**src/rtl/sigma_tile_pkg.sv**
```systemverilog
// Shared types and default constants for the sigma_tile memory fabric.
// Optional build macro MEM_DEC_1M2S_ERR_RESP_EN adds the decoder error-response state.
package sigma_tile_pkg;

  // Decoder state: idle, or waiting for the read response of one slave
  typedef enum logic [1:0] {
    StIdle  = 2'd0,
    StRdS0  = 2'd1,
`ifdef MEM_DEC_1M2S_ERR_RESP_EN
    StRdS1  = 2'd2,
    StRdErr = 2'd3
`else
    StRdS1  = 2'd2
`endif
  } dec_state_t;

  // Default address windows
  localparam logic [31:0] S0_BASE_DEF = 32'h0000_0000;
  localparam logic [31:0] S0_MASK_DEF = 32'hFFFF_0000;
  localparam logic [31:0] S1_BASE_DEF = 32'h8000_0000;
  localparam logic [31:0] S1_MASK_DEF = 32'hF000_0000;

  // Read data returned for unmapped reads when the error response is built in
  localparam logic [31:0] ERR_RDATA_DEF = 32'hDEAD_BEEF;

endpackage

```
**src/rtl/mem_dec_1m2s_addr_match.sv**
```systemverilog
// Combinational address window match: hit when (addr & mask) == base.
module mem_addr_match (
  input  logic [31:0] addr_i,
  input  logic [31:0] base_i,
  input  logic [31:0] mask_i,
  output logic        hit_o
);

  assign hit_o = ((addr_i & mask_i) == base_i);

endmodule

```
**src/rtl/mem_dec_1m2s.sv**
```systemverilog
// One-master / two-slave MemSplit32 address decoder with split-phase read steering.
// Build macro MEM_DEC_1M2S_ERR_RESP_EN: unmapped accesses are answered locally
// (write dropped, read returns ERR_RDATA); otherwise they fall through to slave 1.
module mem_dec_1m2s
  import sigma_tile_pkg::*;
#(
  parameter logic [31:0] S0_BASE   = S0_BASE_DEF,
  parameter logic [31:0] S0_MASK   = S0_MASK_DEF,
  parameter logic [31:0] S1_BASE   = S1_BASE_DEF,
  parameter logic [31:0] S1_MASK   = S1_MASK_DEF,
  parameter logic [31:0] ERR_RDATA = ERR_RDATA_DEF
) (
  input  logic        clk_i,
  input  logic        rst_ni,
  // Upstream port (from arbiter)
  input  logic        m_req,
  input  logic        m_we,
  input  logic [31:0] m_addr,
  input  logic [3:0]  m_be,
  input  logic [31:0] m_wdata,
  output logic        m_ack,
  output logic        m_resp,
  output logic [31:0] m_rdata,
  // Slave 0 port
  output logic        s0_req,
  output logic        s0_we,
  output logic [31:0] s0_addr,
  output logic [3:0]  s0_be,
  output logic [31:0] s0_wdata,
  input  logic        s0_ack,
  input  logic        s0_resp,
  input  logic [31:0] s0_rdata,
  // Slave 1 port
  output logic        s1_req,
  output logic        s1_we,
  output logic [31:0] s1_addr,
  output logic [3:0]  s1_be,
  output logic [31:0] s1_wdata,
  input  logic        s1_ack,
  input  logic        s1_resp,
  input  logic [31:0] s1_rdata
);

  dec_state_t state_q, state_d;
  logic       hit_s0, sel_s0, sel_s1;

  mem_addr_match u_match_s0 (
    .addr_i (m_addr),
    .base_i (S0_BASE),
    .mask_i (S0_MASK),
    .hit_o  (hit_s0)
  );

`ifdef MEM_DEC_1M2S_ERR_RESP_EN
  logic hit_s1, unmapped;

  mem_addr_match u_match_s1 (
    .addr_i (m_addr),
    .base_i (S1_BASE),
    .mask_i (S1_MASK),
    .hit_o  (hit_s1)
  );

  // S0 wins on overlap; anything matching neither window is answered here
  assign sel_s0   = m_req & hit_s0;
  assign sel_s1   = m_req & ~hit_s0 & hit_s1;
  assign unmapped = m_req & ~hit_s0 & ~hit_s1;
`else
  // S0 wins on overlap; slave 1 is the default slave for unmapped addresses
  assign sel_s0 = m_req & hit_s0;
  assign sel_s1 = m_req & ~hit_s0;
`endif

  // Request routing, response steering and next-state decode
  always_comb begin
    state_d  = state_q;
    m_ack    = 1'b0;
    m_resp   = 1'b0;
    m_rdata  = '0;
    s0_req   = 1'b0;
    s0_we    = 1'b0;
    s0_addr  = '0;
    s0_be    = '0;
    s0_wdata = '0;
    s1_req   = 1'b0;
    s1_we    = 1'b0;
    s1_addr  = '0;
    s1_be    = '0;
    s1_wdata = '0;
    case (state_q)
      StIdle: begin
        if (sel_s0) begin
          s0_req   = 1'b1;
          s0_we    = m_we;
          s0_addr  = m_addr;
          s0_be    = m_be;
          s0_wdata = m_wdata;
          m_ack    = s0_ack;
        end else if (sel_s1) begin
          s1_req   = 1'b1;
          s1_we    = m_we;
          s1_addr  = m_addr;
          s1_be    = m_be;
          s1_wdata = m_wdata;
          m_ack    = s1_ack;
`ifdef MEM_DEC_1M2S_ERR_RESP_EN
        end else if (unmapped) begin
          m_ack = 1'b1;
`endif
        end
        // Only an accepted read opens a response phase
        if (m_req && !m_we && m_ack) begin
`ifdef MEM_DEC_1M2S_ERR_RESP_EN
          state_d = sel_s0 ? StRdS0 : (sel_s1 ? StRdS1 : StRdErr);
`else
          state_d = sel_s0 ? StRdS0 : StRdS1;
`endif
        end
      end
      StRdS0: begin
        m_resp  = s0_resp;
        m_rdata = s0_resp ? s0_rdata : '0;
        if (s0_resp) state_d = StIdle;
      end
      StRdS1: begin
        m_resp  = s1_resp;
        m_rdata = s1_resp ? s1_rdata : '0;
        if (s1_resp) state_d = StIdle;
      end
`ifdef MEM_DEC_1M2S_ERR_RESP_EN
      StRdErr: begin
        m_resp  = 1'b1;
        m_rdata = ERR_RDATA;
        state_d = StIdle;
      end
`endif
      default: state_d = StIdle;
    endcase
  end

  // State register; reset drops any pending read response
  always_ff @(posedge clk_i or negedge rst_ni) begin
    if (!rst_ni) begin
      state_q <= StIdle;
    end else begin
      state_q <= state_d;
    end
  end

endmodule

```
**config.mk**
```make
export PLATFORM = sky130hd
export DESIGN_NAME = mem_dec_1m2s
export DESIGN_NICKNAME = d
export VERILOG_FILES = /design/src/rtl/sigma_tile_pkg.sv /design/src/rtl/mem_dec_1m2s_addr_match.sv /design/src/rtl/mem_dec_1m2s.sv
export SDC_FILE = /design/constraint.sdc
export NUM_CORES = 1
export LEC_CHECK = 0
export CAP_MARGIN = 15
export CELL_PAD_IN_SITES_DETAIL_PLACEMENT = 2
export CELL_PAD_IN_SITES_GLOBAL_PLACEMENT = 2
export CORE_UTILIZATION = 10
export DETAILED_ROUTE_END_ITERATION = 7
export HOLD_SLACK_MARGIN = 0.06
export PLACE_DENSITY = 0.9
export RECOVER_POWER = 50
export SLEW_MARGIN = 10
export SYNTH_ARGS = -nofsm -noshare
export SYNTH_HDL_FRONTEND = slang
export SYNTH_HIERARCHICAL = 1
export SYNTH_SLANG_ARGS = --single-unit
```
**constraint.sdc**
```tcl
create_clock -name clk_i -period 3.58 [get_ports clk_i]
set_input_delay 0.716 -clock clk_i [delete_from_list [all_inputs] [get_ports clk_i]]
set_output_delay 0.716 -clock clk_i [all_outputs]
set_load 0.01 [all_outputs]
```
* After elaboration in Yosys (flattened, before gate mapping)
Cells that the tools add are included.
Operators by class: equal/unequal tests 5, mux-type cells 38, bitwise logic cells 3, reductions and logical operators 6
Operators by type and width (count):
- $mux 32 | 12
- $pmux 32 s2 | 1
- $logic_not 32->1 | 1
- $mux 4 | 5
- $mux 1 | 14
- $mux 2 | 4
- $ne 2x2->1 const B | 3
- $pmux 2 s3 | 1
- $reduce_and 3->1 | 1
- $and 1x1->1 | 2
- $eq 2x1->1 const B | 1
- $eq 2x2->1 const B | 1
- $logic_and 1x1->1 | 2
- $logic_not 2->1 | 1
- $pmux 1 s2 | 1
- $logic_not 1->1 | 1
- $not 1->1 | 1
Storage, ports and cells: register bits after elaboration 2, input port bits 140, output and inout port bits 174

* Longest topological paths before layout
Gate-level depths: netlist of the first run.
word-level depth 9, gate-level depth with buffers 8

* By module
The synthesis of the first run kept the hierarchy.
Modules (own cells, without submodules):
- mem_dec_1m2s | times used 1, cells each 255, area each 1705.4 sq um, sequential area each 50.0 sq um
- mem_addr_match | times used 1, cells each 85, area each 598.1 sq um, sequential area each 0.0 sq um

* Least setup slack after synthesis of the first run
No wires, ideal clock.
path type input -> output, start in m_addr[22], end out s0_addr[22], data arrival time 2.336 ns, data required time 2.864 ns, path slack 0.528 ns, stages on the path 8, path buffers 1, path through a21o_1 > a211oi_2 > nand4_1 > nor4_2 > inv_2 > nor2_8 > buf_6 > and2_1
Between the ends: cells in the longest elaborated chain, start to end 4
Ends and longest elaborated chain:
- start: declaration | RTL line mem_dec_1m2s.sv:18 | input logic [31:0] m_addr,
- $logic_not 32->1 | RTL line mem_dec_1m2s_addr_match.sv:9 | assign hit_o = ((addr_i & mask_i) == base_i);
- named net hit_s0 | RTL line mem_dec_1m2s.sv:45 | logic hit_s0, sel_s0, sel_s1;
- $and 1x1->1 | RTL line mem_dec_1m2s.sv:70 | assign sel_s0 = m_req & hit_s0;
- $mux 32 | RTL line mem_dec_1m2s.sv:92 | if (sel_s0) begin
- $mux 32 | RTL line mem_dec_1m2s.sv:90 | case (state_q)
- end: declaration | RTL line mem_dec_1m2s.sv:27 | output logic [31:0] s0_addr,
The timed path passes the listed nets, and every way through them passes these cells.

* Worst setup path after layout of the first run
start in m_addr[26], end out s0_addr[22]
Same word-level chain as after synthesis.

==> flow_metrics.env, run 1 <==
export IMPL_r2r_slack_ns=2.12
export IMPL_layout_common_cells="clkdlybuf4s50_1 (155), and2_1 (139), conb_1 (128), dlygate4sd2_1 (70), buf_4 (33)"
export IMPL_pwr_density_cell_nw_per_um2=170
export IMPL_drc=0
export IMPL_postCtsHoldBufs=0
export IMPL_synth_largest_area_cell="and2_1"
export IMPL_synth_top_area_share=0.380
export IMPL_start_util=0.102
export IMPL_num_rows=55
export IMPL_register_area_um2=50.0
export IMPL_fin_crit_sh=0.972
export IMPL_maxSlewViolCount=0
export IMPL_drt_initial_drc_count=112
export IMPL_avgViaCountPerCell=3.78
export IMPL_place_congestion=0.697
export IMPL_ctsRootBufferMaster="clkbuf_16"
export IMPL_drt_total_wl_mm=18.0
export IMPL_endpoint_kind="output pin"
export IMPL_crit_required_ns=2.86
export IMPL_cts_buffer_depth=2
export IMPL_synth_area_top_cells="and2_1 (38%), a22oi_1 (10%), nor2b_1 (8.7%)"
export IMPL_diodes=0
export IMPL_yosysSeqAreaShare=0.0217
export IMPL_crit_chain="buf_6, and3b_1, a211oi_2, nand4_1, nor4_2, buf_4, inv_4, nor2_8, buf_4, buf_12, buf_16, buf_8, buf_4, and2_1, buf_6"
export IMPL_path_common_cell="buf_4"
export IMPL_r2r_start="state_q[0]"
export IMPL_start_kind="input pin"
export IMPL_synthToLayoutAreaGrowth_pct=187
export IMPL_die_area_um2=23600
export IMPL_largest_reg_flops=2
export IMPL_max_flop_register="state_q"
export IMPL_syn_area_per_cell_um2=6.77
export IMPL_grt_pass1_vias=4645
export IMPL_grt_max_degree=34
export IMPL_place_inst=1065
export IMPL_dpl_cell_area_um2=6350
export IMPL_layout_min_cycle_time_ns=3.48
export IMPL_hold_violations=0
export IMPL_layout_nets=956
export IMPL_worstSetupStartpoint="m_addr[26]"
export IMPL_ff2ff_path_depth=5
export IMPL_rsz0062_at_grt="true"
export IMPL_hpwl_mm=14.6
export IMPL_synth_distinct_cells=35
export IMPL_crit_fanout=5
export IMPL_via_count=4148
export IMPL_clk_pin_slew_ns=0.03
export IMPL_fmax_mhz=287
export IMPL_design_core_area_um2=22600
export IMPL_min_path_type="flop to flop"
export IMPL_reg_top3="state_q x2"
export IMPL_grt_total_usage=0.149
export IMPL_multiInputGateArea_um2=2580
export IMPL_cts_tree="built"
export IMPL_slowest_stage="nor4_2"
export IMPL_ant_nets=0
export IMPL_nFillCells=2645
export IMPL_status="finished clean"
export IMPL_p_leak_nw=3.21
export IMPL_layout_drive_gt1_share=0.189
export IMPL_port_buffers=313
export IMPL_ys_warn_count=6
export IMPL_endpoint="s0_addr[22]"
export IMPL_first_pass_iters=4
export IMPL_die_x_um=154
export IMPL_antenna_found_initial=0
export IMPL_reg2reg_to="state_q[0]"
export IMPL_clk_latency_ns=0.22
export IMPL_io_pins=314
export IMPL_ir_drop_mv=0.110
export IMPL_grt_pass1_wl_mm=26.7
export IMPL_synth_cells=340
export IMPL_layout_commonest_cell="clkdlybuf4s50_1"
export IMPL_min_delay_start="state_q[1]"
export IMPL_die_height_um=154
export IMPL_stdcell_area_um2=6620
export IMPL_cp_arrival_ns=2.76
export IMPL_max_stage_delay_ns=0.30
export IMPL_finClkSkew_ns=0.00145
export IMPL_syn_cell_area_um2=2300
export IMPL_final_cells=1096
export IMPL_clkSinkCount=2
export IMPL_cap_violations=0
export IMPL_htreeDepth=1
export IMPL_cts_buffers=3
export IMPL_overflow=0
export IMPL_synth_seq_cells=2
export IMPL_path_class="input pin to output pin"
export IMPL_routedWlPerCell_um=16.4
export IMPL_setup_viol=0
==> area by class of cell <==
| cell class | instances | share of cell area |
|---|---|---|
| clock buffer | 3 | 0.0113 |
| inverter | 6 | 0.00378 |
| multi-input combinational | 433 | 0.390 |
| sequential | 2 | 0.00756 |
| tap | 285 | 0.0539 |
| timing repair buffer | 367 | 0.533 |
==> worst min-delay path by stage <==
stage / to / slack, ns / cells past startpoint
floorplan: state_q[0] / 0.42 / 0
global placement: state_q[1] / 0.53 / 1
detailed placement: state_q[1] / 0.55 / 1
CTS: state_q[1] / 0.56 / 1
global route: state_q[1] / 0.58 / 1
finish: state_q[1] / 0.55 / 1
==> synth_stat cells <==
cell type / count
o21ai_0: 1
inv_1: 5
nand3_1: 8
dfrtp_1: 2
mux2i_1: 1
nand3b_1: 1
buf_2: 9
nor2_4: 1
clkbuf_2: 6
ha_1: 3
a211oi_1: 4
and3b_1: 8
a211oi_2: 4
nor2_8: 1
o21a_1: 1
a32o_1: 2
inv_2: 1
a21o_1: 8
nor2b_1: 32
a21oi_1: 16
nor4_2: 1
a21boi_0: 8
nand2_2: 1
a22oi_1: 32
nor3_1: 1
o22ai_1: 1
buf_6: 7
nor2_1: 1
o22a_1: 8
nand4_1: 4
and3_1: 16
nand2_1: 1
conb_1: 2
and2_1: 140
clkbuf_1: 3
==> where the power goes <==
part | internal, W | total (W) | switching (W) | leakage [nW]
sequential | 0.0000273 | 0.0000317 | 0.00000433 | 0.0268
combinational | 0.000500 | 0.000928 | 0.000428 | 3.15
clock | 0.000142 | 0.000169 | 0.0000265 | 0.0370
total | 0.000670 | 0.00113 | 0.000459 | 3.21
==> through the flow <==
stage               setup WS [ns]  hold slack, ns  TNS (ns)  utilization  total power [W]
finish                      0.100           0.546         0        0.292          0.00113
global route              -0.0140           0.584   -0.0229        0.292          0.00122
CTS                       -0.0470           0.558   -0.0539        0.296          0.00114
detailed placement         -0.505           0.547    -55.87        0.281          0.00103
global placement           -0.370           0.531    -43.20        0.281          0.00101
floorplan                   0.528           0.420         0            -         0.000436
==> worst max-delay path, delay by kind of cell <==
kind | cells | cell delay [ns]
AND/OR/NAND/NOR | 5 | 0.84
buffers and inverters | 9 | 0.98
AO/OA/AOI/OAI | 1 | 0.23
==> routing by layer <==
metal / GRT usage / up-vias / part of all wire
li1: - / 1999 / -
met2: 0.311 / 176 / 0.55
met1: 0.154 / 1965 / 0.39
met5: 0 / - / 0
met4: 0.0276 / 0 / 0.0094
met3: 0.0231 / 8 / 0.051
==> repair_timing <==
item	4_1_cts	5_1_grt
setup endpoints to repair	140	119
gates resized for setup	317	49
gates cloned	3	0
setup buffers	23	3
pin swaps	29	14
==> cells by family (layout without fill, tap and decap cells) <==
group / after synthesis / after routing / share of synthesized area
multiplexers: 1 / 1 / 0.00435
buffers and inverters: 31 / 376 / 0.0815
AO/OA/AOI/OAI: 85 / 85 / 0.273
other: 2 / 128 / 0.00326
flip-flops: 2 / 2 / 0.0217
AND/OR/NAND/NOR: 216 / 216 / 0.600
adder cells (fa/ha/maj): 3 / 3 / 0.0163
(Power assumes the default switching activity.)
==> inputs of run 2 (changes only) <==
- clock period: 3.58 -> 3.85 ns (I/O delays scaled with it)
==> run 2 against run 1 <==
Effect of this change: highest routed layer unchanged; sequential cell count unchanged; first-iteration DRC count down 20%; critical path depth decreased by 3.
==> flow_metrics.env, run 2 (synthesis gave the netlist of run 1 again) <==
export IMPL_ctsRootBufferMaster="clkbuf_16"
export IMPL_fmax_mhz=272
export IMPL_rsz0062_at_grt="true"
export IMPL_final_cells=1080
export IMPL_fin_crit_sh=0.956
export IMPL_die_x_um=154
export IMPL_num_rows=55
export IMPL_start_kind="input pin"
export IMPL_grt_pass1_vias=4353
export IMPL_via_count=4029
export IMPL_path_common_cell="buf_4"
export IMPL_relSlewSlack=0.491
export IMPL_port_buffers=313
export IMPL_critical_path_cell_count=12
export IMPL_io_pins=314
export IMPL_cts_tree="built"
export IMPL_cts_buffers=3
export IMPL_antenna_found_initial=0
export IMPL_hpwl_mm=14.5
export IMPL_setup_slack_ns=0.171
export IMPL_layout_common_cells="and2_1 (138), clkdlybuf4s50_1 (136), conb_1 (128), clkbuf_2 (99), clkbuf_1 (40)"
export IMPL_die_area_um2=23600
export IMPL_max_flop_register="state_q"
export IMPL_overflow=0
export IMPL_slowest_stage="clkdlybuf4s50_1"
export IMPL_min_path_type="flop to flop"
export IMPL_ant_nets=0
export IMPL_status="finished clean"
export IMPL_htreeDepth=1
export IMPL_layout_nets=940
export IMPL_min_path_cells=1
export IMPL_cts_buffer_depth=2
export IMPL_multiInputGateArea_um2=2580
export IMPL_reg_top3="state_q x2"
export IMPL_postCtsHoldBufs=0
export IMPL_start_util=0.102
export IMPL_pwr_density_cell_nw_per_um2=171
export IMPL_endpoint_kind="output pin"
export IMPL_critical_path_top_delay_family="buffers and inverters"
export IMPL_drc=0
export IMPL_crit_chain="clkdlybuf4s50_1, a21o_1, a211oi_2, nand4_1, nor4_2, buf_4, buf_12, buf_4, buf_4, mux2i_4, nor2_1, clkbuf_2"
export IMPL_first_pass_iters=4
export IMPL_pre_cts_slack_ns=-0.251
export IMPL_grt_max_degree=43
export IMPL_avgViaCountPerCell=3.73
export IMPL_drt_total_wl_mm=17.3
export IMPL_power_w=0.00102
export IMPL_layout_min_cycle_time_ns=3.68
export IMPL_p_leak_nw=2.87
export IMPL_cp_arrival_ns=2.91
export IMPL_path_class="input pin to output pin"
export IMPL_hold_violations=0
export IMPL_hold_ws_ns=0.560
export IMPL_ir_drop_mv=0.118
export IMPL_clkSinkCount=2
export IMPL_max_stage_delay_ns=0.42
export IMPL_routedWlPerCell_um=16.1
export IMPL_synthToLayoutAreaGrowth_pct=157
export IMPL_place_congestion=0.677
export IMPL_die_height_um=154
export IMPL_grt_pass1_wl_mm=24.6
export IMPL_largest_reg_flops=2
export IMPL_worst_pin_slew_ns=0.764
export IMPL_register_area_um2=50.0
export IMPL_design_core_area_um2=22600
export IMPL_cap_violations=0
export IMPL_ff2ff_path_depth=5
export IMPL_clk_latency_ns=0.22
export IMPL_crit_fanout=2
export IMPL_setup_viol=0
export IMPL_maxSlewViolCount=0
export IMPL_crit_required_ns=3.08
export IMPL_path_buf_inv=6
export IMPL_nFillCells=2667
export IMPL_drt_initial_drc_count=90
export IMPL_layout_drive_gt1_share=0.197
export IMPL_grt_total_usage=0.135
export IMPL_finClkSkew_ns=0.00155
export IMPL_diodes=0
export IMPL_place_inst=1066
export IMPL_layout_commonest_cell="and2_1"
export IMPL_clk_pin_slew_ns=0.03
==> run 2: routing by layer <==
metal,vias to the layer above,track usage,share of wire
met5,-,0,0
met4,0,0.0314,0.011
met3,7,0.0276,0.063
met2,174,0.267,0.53
met1,1884,0.145,0.39
li1,1964,-,-
==> run 2: path summary, 6_finish.rpt <==
check                            from    endpoint  slack [ns]
hold / removal             state_q[1]  state_q[1]        0.56
min in group asynchronous      rst_ni  state_q[1]        0.78
setup / recovery           m_addr[28]       m_ack        0.17
setup reg to reg           state_q[0]  state_q[0]        2.43
hold reg to reg            state_q[1]  state_q[1]        0.56
max in group asynchronous      rst_ni  state_q[0]        2.94
==> run 2: repair_timing <==
item,CTS,global route
resized for setup,146,282
setup buffers,4,2
pin swaps,1,8
endpoints found under the setup margin,139,141
cloned,0,5
==> run 2: cell type report <==
class                           instances  share of cell area
Timing Repair Buffer                  351               0.479
Multi-Input combinational cell        433               0.436
Tap cell                              285              0.0602
Clock buffer                            3              0.0127
Sequential cell                         2             0.00845
Inverter                                6             0.00380
==> run 2: power breakdown <==
part	switching (W)	total (W)	internal, W
logic	0.000397	0.000827	0.000431
registers	0.00000365	0.0000291	0.0000254
clock network	0.0000264	0.000159	0.000132
total	0.000427	0.00102	0.000589
==> run 2: per-stage QoR <==
stage | setup TNS [ns] | util | instance area (µm²)
after floorplan | 0 | - | 2780
after global placement | -20.92 | 0.281 | 6360
after detailed placement | -23.80 | 0.281 | 6360
after CTS | 0 | 0.281 | 6360
after global routing | -0.0581 | 0.262 | 5920
final | 0 | 0.262 | 5920
==> inputs of run 3 (changes only) <==
- REMOVE_ABC_BUFFERS: unset -> 1
==> run 3 against run 2 <==
Effect of this change: clock power shrank 3%; sequential power shrank 1%; fmax is essentially flat; largest cell class unchanged; critical endpoint is now s1_wdata[20]; first-iteration DRC count shrank 10%; critical path type unchanged; setup slack gained 0.0018 ns; via count grew 0.65%; hold slack lost 0.031 ns.
==> flow_metrics.env, run 3 (synthesis gave the netlist of run 1 again) <==
export IMPL_final_cells=1089
export IMPL_place_inst=1066
export IMPL_overflow=0
export IMPL_min_delay_start="state_q[1]"
export IMPL_first_pass_iters=4
export IMPL_fmax_mhz=272
export IMPL_ant_nets=0
export IMPL_num_rows=55
export IMPL_stdcell_area_um2=6400
export IMPL_via_count=4055
export IMPL_drt_total_wl_mm=16.1
export IMPL_endpoint_kind="output pin"
export IMPL_reg2reg_to="state_q[1]"
export IMPL_worstSetupStartpoint="m_addr[22]"
export IMPL_routedWlPerCell_um=14.8
export IMPL_register_area_um2=50.0
export IMPL_cts_buffers=3
export IMPL_path_class="input pin to output pin"
export IMPL_drt_initial_drc_count=81
export IMPL_clkSinkCount=2
export IMPL_pwr_density_cell_nw_per_um2=167
export IMPL_clk_latency_ns=0.22
export IMPL_antenna_found_initial=3
export IMPL_routed_wl_met2_mm=8.81
export IMPL_start_util=0.102
export IMPL_r2r_start="state_q[0]"
export IMPL_ir_drop_mv=0.0872
export IMPL_r2r_slack_ns=2.43
export IMPL_cts_buffer_depth=2
export IMPL_port_buffers=313
export IMPL_highest_layer="met5"
export IMPL_dpl_cell_area_um2=6400
export IMPL_grt_max_degree=34
export IMPL_wl_met3_um=809
export IMPL_layout_min_cycle_time_ns=3.68
export IMPL_drc=0
export IMPL_cts_tree="built"
export IMPL_grt_total_usage=0.130
export IMPL_final_util=0.283
export IMPL_reg_top3="state_q x2"
export IMPL_die_area_um2=23600
export IMPL_layout_nets=946
export IMPL_synthToLayoutAreaGrowth_pct=178
export IMPL_layout_common_cells="and2_1 (133), conb_1 (128), clkdlybuf4s50_1 (124), dlygate4sd2_1 (83)"
export IMPL_crit_fanout=15
export IMPL_endpoint="s1_wdata[20]"
export IMPL_io_pins=314
export IMPL_ff2ff_path_depth=5
export IMPL_clk_pin_slew_ns=0.03
export IMPL_hold_ws_ns=0.528
export IMPL_largest_reg_flops=2
export IMPL_setup_tns_final_ns=0
export IMPL_hpwl_mm=13.5
export IMPL_grt_pass1_wl_mm=24.4
export IMPL_design_core_area_um2=22600
export IMPL_setup_viol=0
export IMPL_drt_met1_wl_mm=6.20
export IMPL_place_congestion=0.730
export IMPL_status="finished clean"
export IMPL_layout_commonest_cell="and2_1"
export IMPL_die_x_um=154
export IMPL_layout_drive_gt1_share=0.121
export IMPL_finClkSkew_ns=0.000374
export IMPL_maxSlewViolCount=0
export IMPL_rsz0062_at_grt="false"
export IMPL_grt_pass1_vias=4412
export IMPL_die_height_um=154
export IMPL_cp_arrival_ns=2.91
export IMPL_hold_violations=0
export IMPL_avgViaCountPerCell=3.72
export IMPL_ctsRootBufferMaster="clkbuf_16"
export IMPL_p_leak_nw=3.28
export IMPL_max_flop_register="state_q"
export IMPL_crit_required_ns=3.08
export IMPL_min_path_type="flop to flop"
export IMPL_start_kind="input pin"
export IMPL_cap_violations=0
export IMPL_nFillCells=2692
export IMPL_multiInputGateArea_um2=2580
export IMPL_fin_crit_sh=0.955
export IMPL_htreeDepth=1
[run 3: worst min-delay path by stage]
| stage | to | slack, ns | depth (start not counted) |
|---|---|---|---|
| finish | state_q[1] | 0.53 | 1 |
| detailed placement | state_q[1] | 0.53 | 1 |
| global placement | state_q[1] | 0.53 | 1 |
| floorplan | state_q[0] | 0.47 | 0 |
| global route | state_q[1] | 0.55 | 1 |
| CTS | state_q[1] | 0.54 | 1 |
[run 3: worst max-delay path, stage by stage]
cell	delay (ns)
dlygate4sd2_1	0.25
a21o_1	0.17
a211oi_2	0.18
nand4_1	0.14
nor4_2	0.37
buf_4	0.17
buf_6	0.11
nor2_4	0.07
buf_12	0.15
buf_16	0.13
and2_1	0.15
clkdlybuf4s15_2	0.24
[run 3: final cells by class]
type	count	share of cell area
repair buffers	357	0.517
multi-input cells	433	0.403
well taps	285	0.0557
clock buffers	3	0.0117
flip-flops and latches	2	0.00782
inverters	6	0.00352
diodes	3	0.00117
[run 3: stage by stage]
stage / power (W) / worst slack, ns
after detailed placement: 0.000938 / -0.335
after CTS: 0.00111 / -0.0393
final: 0.00107 / 0.172
after global placement: 0.000918 / -0.268
after floorplan: 0.000378 / 0.561
after global routing: 0.00114 / 0.0347
[run 3: metal layers]
metal / up-vias / track usage
met5: - / 0
met4: 2 / 0.0324
met3: 22 / 0.0217
met2: 149 / 0.258
met1: 1903 / 0.142
li1: 1979 / -
[run 3: timing repair]
| action | in CTS | in global routing |
|---|---|---|
| pin swaps | 6 | 16 |
| endpoints found under the setup margin | 141 | 139 |
| resized for setup | 297 | 32 |
| buffers inserted | 14 | 1 |
| cloned | 3 | 0 |
| hold buffers | 0 | 0 |
[run 3: power breakdown]
group	switching, W	internal (W)
clock	0.0000230	0.000132
combinational	0.000403	0.000481
sequential	0.00000332	0.0000254
total	0.000429	0.000638
